**config.mk**
```make
export PLATFORM = sky130hd
export DESIGN_NAME = module_switch_debounce
export DESIGN_NICKNAME = d
export VERILOG_FILES = /design/src/rtl/module_switch_pkg.sv /design/src/rtl/module_sync_2ff.sv /design/src/rtl/module_switch_debounce.sv
export SDC_FILE = /design/constraint.sdc
export NUM_CORES = 1
export LEC_CHECK = 0
export CAP_MARGIN = 20
export CORE_UTILIZATION = 45
export DETAILED_ROUTE_END_ITERATION = 6
export PLACE_DENSITY_LB_ADDON = 0.25
export SLEW_MARGIN = 20
export SYNTH_ARGS = -nofsm -noshare
export SYNTH_HDL_FRONTEND = slang
export SYNTH_SLANG_ARGS = --single-unit
```
**constraint.sdc**
```tcl
create_clock -name clk -period 2.5 [get_ports clk]
set_input_delay 0.5 -clock clk [delete_from_list [all_inputs] [get_ports clk]]
set_output_delay 0.5 -clock clk [all_outputs]
set_load 0.01 [all_outputs]
```
**src/rtl/module_switch_pkg.sv**
```systemverilog
// Shared types and constants for the switch debounce path.
package module_switch_pkg;

    // Debounce FSM: IDLE holds the accepted level, COUNT times a stability window.
    typedef enum logic {
        IDLE  = 1'b0,
        COUNT = 1'b1
    } db_state_t;

    // 10 ms at 27 MHz.
    localparam int DB_CYCLES_DEFAULT = 270000;

    // Short window used by simulation so scenarios stay a few dozen cycles long.
    localparam int SIM_DB_CYCLES = 8;

endpackage

```
**src/rtl/module_sync_2ff.sv**
```systemverilog
// Two-flop synchronizer for asynchronous pin inputs, one flop pair per bit.
// The bits are not coherent across the vector; downstream debouncing is
// expected to absorb skew between bits.
module module_sync_2ff #(
    parameter int WIDTH = 1
) (
    input  logic             clk,
    input  logic             rst_n,
    input  logic [WIDTH-1:0] d,
    output logic [WIDTH-1:0] q
);

    logic [WIDTH-1:0] meta;

    // Metastability stage followed by the settled output stage.
    always_ff @(posedge clk or negedge rst_n) begin
        if (!rst_n) begin
            meta <= '0;
            q    <= '0;
        end else begin
            meta <= d;
            q    <= meta;
        end
    end

endmodule

```
**src/rtl/module_switch_debounce.sv**
```systemverilog
// Switch/button input path: synchronize, debounce the whole vector as one,
// hold the stable level and report each accepted change as an event.
//
// Event handshake: evt_valid is a registered level that rises when a new
// level is accepted and stays high until a cycle where evt_valid && evt_ready
// (a transfer). evt_data/evt_mask are stable while evt_valid is high unless a
// newer event overwrites them: evt_data takes the newest level and evt_mask
// accumulates changed bits until the consumer takes the event.
//
// Optional feature: define MODULE_SWITCH_OVERRUN_EN to get the `overrun`
// output, a one-cycle pulse when an event overwrites an untaken one.
module module_switch_debounce
    import module_switch_pkg::*;
#(
    parameter int WIDTH     = 4,
    parameter int DB_CYCLES = DB_CYCLES_DEFAULT
) (
    input  logic             clk,
    input  logic             rst_n,
    input  logic [WIDTH-1:0] sw_in,
    input  logic             evt_ready,
    output logic [WIDTH-1:0] sw_q,
    output logic             evt_valid,
    output logic [WIDTH-1:0] evt_data,
    output logic [WIDTH-1:0] evt_mask
`ifdef MODULE_SWITCH_OVERRUN_EN
    ,
    output logic             overrun
`endif
);

    localparam int              CNT_W    = $clog2(DB_CYCLES);
    localparam logic [CNT_W-1:0] CNT_LAST = CNT_W'(DB_CYCLES - 1);

    logic [WIDTH-1:0] s;
    logic [WIDTH-1:0] cand, cand_nxt;
    logic [CNT_W-1:0] cnt, cnt_nxt;
    db_state_t        state, state_nxt;
    logic             window_done;
    logic             raise;
    logic             transfer;
    logic             pending;

    logic [WIDTH-1:0] sw_q_nxt;
    logic             evt_valid_nxt;
    logic [WIDTH-1:0] evt_data_nxt;
    logic [WIDTH-1:0] evt_mask_nxt;

    module_sync_2ff #(
        .WIDTH (WIDTH)
    ) u_sync (
        .clk   (clk),
        .rst_n (rst_n),
        .d     (sw_in),
        .q     (s)
    );

    // FSM state, candidate level and window counter.
    always_ff @(posedge clk or negedge rst_n) begin
        if (!rst_n) begin
            state <= IDLE;
            cand  <= '0;
            cnt   <= '0;
        end else begin
            state <= state_nxt;
            cand  <= cand_nxt;
            cnt   <= cnt_nxt;
        end
    end

    // Any movement of the synchronized vector restarts the full window;
    // a window that runs out unchanged accepts the candidate.
    always_comb begin
        state_nxt   = state;
        cand_nxt    = cand;
        cnt_nxt     = cnt;
        window_done = 1'b0;
        if (s != cand) begin
            cand_nxt  = s;
            cnt_nxt   = '0;
            state_nxt = COUNT;
        end else if (state == COUNT) begin
            if (cnt == CNT_LAST) begin
                state_nxt   = IDLE;
                cnt_nxt     = '0;
                window_done = 1'b1;
            end else begin
                cnt_nxt = cnt + 1'b1;
            end
        end
    end

    // A window that settles back on the held level is a bounce: no event.
    assign raise    = window_done && (cand != sw_q);
    assign transfer = evt_valid && evt_ready;
    assign pending  = evt_valid && !evt_ready;

    // Next stable level and event slot: a new event wins over a transfer on
    // the same edge, and only accumulates the mask when the old one stays.
    always_comb begin
        sw_q_nxt      = sw_q;
        evt_valid_nxt = evt_valid;
        evt_data_nxt  = evt_data;
        evt_mask_nxt  = evt_mask;
        if (raise) begin
            sw_q_nxt      = cand;
            evt_valid_nxt = 1'b1;
            evt_data_nxt  = cand;
            evt_mask_nxt  = (pending ? evt_mask : '0) | (sw_q ^ cand);
        end else if (transfer) begin
            evt_valid_nxt = 1'b0;
            evt_mask_nxt  = '0;
        end
    end

    // Stable level and event registers.
    always_ff @(posedge clk or negedge rst_n) begin
        if (!rst_n) begin
            sw_q      <= '0;
            evt_valid <= 1'b0;
            evt_data  <= '0;
            evt_mask  <= '0;
        end else begin
            sw_q      <= sw_q_nxt;
            evt_valid <= evt_valid_nxt;
            evt_data  <= evt_data_nxt;
            evt_mask  <= evt_mask_nxt;
        end
    end

`ifdef MODULE_SWITCH_OVERRUN_EN
    // Flag an event that replaced one the consumer never took.
    always_ff @(posedge clk or negedge rst_n) begin
        if (!rst_n) begin
            overrun <= 1'b0;
        end else begin
            overrun <= raise && pending;
        end
    end
`endif

endmodule

```
Word level (Yosys, flattened, before mapping)
Cells that the tools add are included.

cells by class
  add/sub/neg operators = 1
  equality and inequality tests = 3
  bitwise logic cells = 2
  mux-type cells = 14
  reductions and logical operators = 6

operators with widths
  cell                   number
  $mux 19                3
  $add 19x1->19 const B  1
  $eq 19x19->1 const B   1
  $mux 4                 3
  $mux 1                 8
  $ne 4x4->1             2
  $or 4x4->4             1
  $reduce_bool 2->1      2
  $xor 4x4->4            1
  $logic_and 1x1->1      3
  $logic_not 1->1        1

storage, ports and cells
  logic and storage cells = 34
  flip-flop bits (word level) = 41
  output and inout bits = 13

Longest topological paths before layout
  depth after elaboration = 6
  depth in mapped cells = 6
  mapped depth without buffers = 5

Modules after synthesis
From an unflattened synthesis, not the netlist that was laid out.

unflattened totals
  cells, all modules = 183
  area, all modules = 1906.8 µm²

modules (own cells, without submodules)
  module                  cells each  instances  area an instance (µm²)
  module_switch_debounce  175         1          1706.6
  module_sync_2ff         8           1          200.2

Least setup slack after synthesis
OpenSTA, ideal clock, no wires.

  kind = register -> register
  start = register evt_data[0] (netlist name)
  end = register evt_valid
  path slack = 0.836 ns
  setup time = 0.124 ns
  path buffers = 0
  arrival = 1.540 ns
  cell stages (with the launch flop) = 5
  period minus slack after synthesis = 1.664 ns
  cells stage by stage = dfrtp_1 -> xor2_1 -> or4_1 -> and4b_1 -> or2_1

RTL lines
  item                    line                           source
  end signal: assignment  module_switch_debounce.sv:125  evt_valid <= evt_valid_nxt;
  end: declaration        module_switch_debounce.sv:23   output logic evt_valid,

Worst setup path after layout
  start = register cnt[0]
  end = register evt_data[1]

on the way
  word-level cells in the longest chain between the ends = 5

RTL lines
  item                      line                           source
  start: declaration        module_switch_debounce.sv:37   logic [CNT_W-1:0] cnt, cnt_nxt;
  start signal: assignment  module_switch_debounce.sv:67   cnt <= cnt_nxt;
  $eq 19x19->1              module_switch_debounce.sv:83   if (cnt == CNT_LAST) begin
  $mux 1                    module_switch_debounce.sv:83
  $mux 1                    module_switch_debounce.sv:82   end else if (state == COUNT) begin
  $mux 1                    module_switch_debounce.sv:78   if (s != cand) begin
  $logic_and 1x1->1         module_switch_debounce.sv:94   assign raise = window_done && (cand != sw_q);
  end signal: assignment    module_switch_debounce.sv:126  evt_data <= evt_data_nxt;
  end: declaration          module_switch_debounce.sv:24   output logic [WIDTH-1:0] evt_data,

No other way between the ends.
A chain may end at the register's enable or synchronous reset.

==> impl_metrics.json <==
{
  "reg2reg_depth": 5,
  "synthArstFlopShare": 1.00,
  "rr_endpoint": "evt_data[1]",
  "htree_levels": 2,
  "fillCellCount": 365,
  "syn_area_per_cell_um2": 10.5,
  "end_kind": "flip-flop",
  "io_buffer_count": 19,
  "overflow": 0,
  "placedCellCount": 248,
  "max_stage_delay_ns": 0.42,
  "clock_latency_ns": 0.29,
  "cp.arrival_ns": 2.14,
  "hold_viol_final": 0,
  "clk_pin_slew_ns": 0.08,
  "grt_max_degree": 42,
  "worstPathRequired_ns": 2.67,
  "antenna_found_initial": 0,
  "wl_per_cell_um": 16.1,
  "rsz0062_at_grt": "no",
  "cp_slowest_cell": "nor3_2",
  "syn_to_final_growth_pct": 15.0,
  "cts_buffers": 5,
  "dr.pass1.iters": 5,
  "via_per_inst": 5.94,
  "die_w_um": 68.9,
  "hpwlAfterDp_mm": 2.80,
  "final_cell_mix": "dfrtp_1 (41), nand2_1 (18), clkdlybuf4s50_1 (18)",
  "crit_fanout": 5,
  "synth_edf_count": 0,
  "max_cap_viol_count": 0,
  "fp-row-count": 23,
  "setup_viol": 0,
  "place_ws_ns": 0.631,
  "routed_wl_mm": 4.13,
  "p_leak_nw": 0.914,
  "antenna_cells": 0,
  "synth_cells": 191,
  "ys_seq_area_frac": 0.510,
  "setup_tns_ns": 0,
  "ant_nets": 0,
  "irDropWorstVdd_v": 0.000409,
  "layout.cells.non_filler": 256,
  "slew_violations": 0,
  "pwr_density_cell_mw_per_mm2": 546,
  "post_cts_resized": 0,
  "clock_path_buffers": 2,
  "start_util": 0.486,
  "drive_above_1_share": 0.0971,
  "rrSetupSlack_ns": 0.53,
  "die_area_mm2": 0.00475,
  "r2r_start": "cnt[0]",
  "period_minus_slack_ns": 1.97,
  "cp-start-kind": "flip-flop",
  "grt_pass1_vias": 1384,
  "multi_input_area_um2": 890,
  "clock-root-buffer": "clkbuf_8",
  "hold_path_class": "in2async",
  "synth.cell_area_mm2": 0.00201,
  "outcome": "finished, final reports clean",
  "final_common_cell": "dfrtp_1",
  "holdBufCountCts": 0,
  "grt_use_total": 0.196,
  "syn_nets": 199,
  "fin_crit_sh": 0.789,
  "gp_congestion": 0.899,
  "netlist-cell-type-count": 41,
  "core_mm2": 0.00414,
  "pin_count": 20,
  "synth_flop_cell": "dfrtp_1",
  "max_freq_mhz": 507,
  "drt-initial-drc-count": 145,
  "path_class": "reg2reg",
  "tightest_slew_ns": 0.894,
  "grt_pass1_wl_mm": 6.72,
  "nets": 213,
  "cts_num_sinks": 41,
  "post-route-util": 0.559,
  "setup_ws_ns": 0.528,
  "yosys_warnings": 0,
  "synth_seq_cells": 41,
  "final.setup_skew_ns": 0.00785,
  "slew_headroom": 0.404,
  "cp_cell_sequence": "ha_1, and3_2, nand4_1, nor3_2, mux2_1",
  "regArea_mm2": 0.00103,
  "post_cts_buffers": 0,
  "vias": 1520,
  "cts_tree": "done",
  "die_height_um": 68.9,
  "drc": 0
}
registers in the layout, indices dropped and copies added, names as in the netlist:
name         cells
u_sync.meta      4
cnt             19
evt_data         4
evt_mask         4
u_sync.q         4
evt_valid        1
state            1
cand             4
where the power goes:
part | switching (mW) | internal [mW]
logic | 0.0245 | 0.0175
registers | 0.00844 | 0.673
clock network | 0.241 | 0.299
worst max path at each step:
stage           startpoint     endpoint  slack, ns  cells after the start
2_1_floorplan  evt_data[0]    evt_valid       0.84                      4
3_3_place_gp        cnt[0]  evt_data[0]       0.71                      5
3_5_place_dp        cnt[0]  evt_data[1]       0.63                      5
4_1_cts             cnt[0]  evt_data[1]       0.52                      5
5_1_grt             cnt[0]  evt_data[1]       0.44                      5
6_report            cnt[0]  evt_data[1]       0.53                      5
synthesized netlist by cell type (all sizes together), types with 7 or more instances:
cell type  count  area share
clkbuf         9       0.017
a21oi         10       0.025
xor2           7       0.030
nand2         19       0.037
o21ai         11       0.027
nand4          8       0.032
dfrtp         41        0.51
buf            7       0.028
nor2           7       0.013
layer usage:
metal / global-route usage / part of all wire / vias to the layer above
met3: 0.0461 / 0.034 / 4
met2: 0.300 / 0.49 / 29
met1: 0.270 / 0.46 / 758
li1: - / - / 729
met5: 0 / 0 / -
met4: 0.0714 / 0.010 / 0
stage by stage:
stage / power [mW] / hold slack [ns] / cell area (um^2)
2_1_floorplan: 0.712 / 0.204 / 2010
3_3_place_gp: 0.736 / 0.333 / 2200
3_5_place_dp: 0.738 / 0.335 / 2200
4_1_cts: 1.28 / 0.355 / 2320
5_1_grt: 1.31 / 0.368 / 2320
6_report: 1.26 / 0.325 / 2320
area by class of cell:
type                    instances  share of cell area
clock buffers                   5              0.0297
clock inverters                 3              0.0200
inverters                       2             0.00324
multi-input cells             132               0.384
flip-flops and latches         41               0.443
well taps                      50              0.0270
repair buffers                 23              0.0929
cell families after synthesis:
group / count (synthesis) / synth area share
mux: 4 / 0.0224
simple gates: 75 / 0.236
flops: 41 / 0.510
xor+xnor: 12 / 0.0522
buf+inv: 18 / 0.0485
fa+ha+maj: 1 / 0.00621
compound gates: 40 / 0.126
worst max-delay path: cells and delay by family, from the launching register on:
family                     cells  cell delay, ns
adders and majority gates      1            0.22
DFF                            1            0.41
muxes                          1            0.39
and+or+nand+nor                3            0.83
No activity file was read; power rests on OpenSTA's default activity.
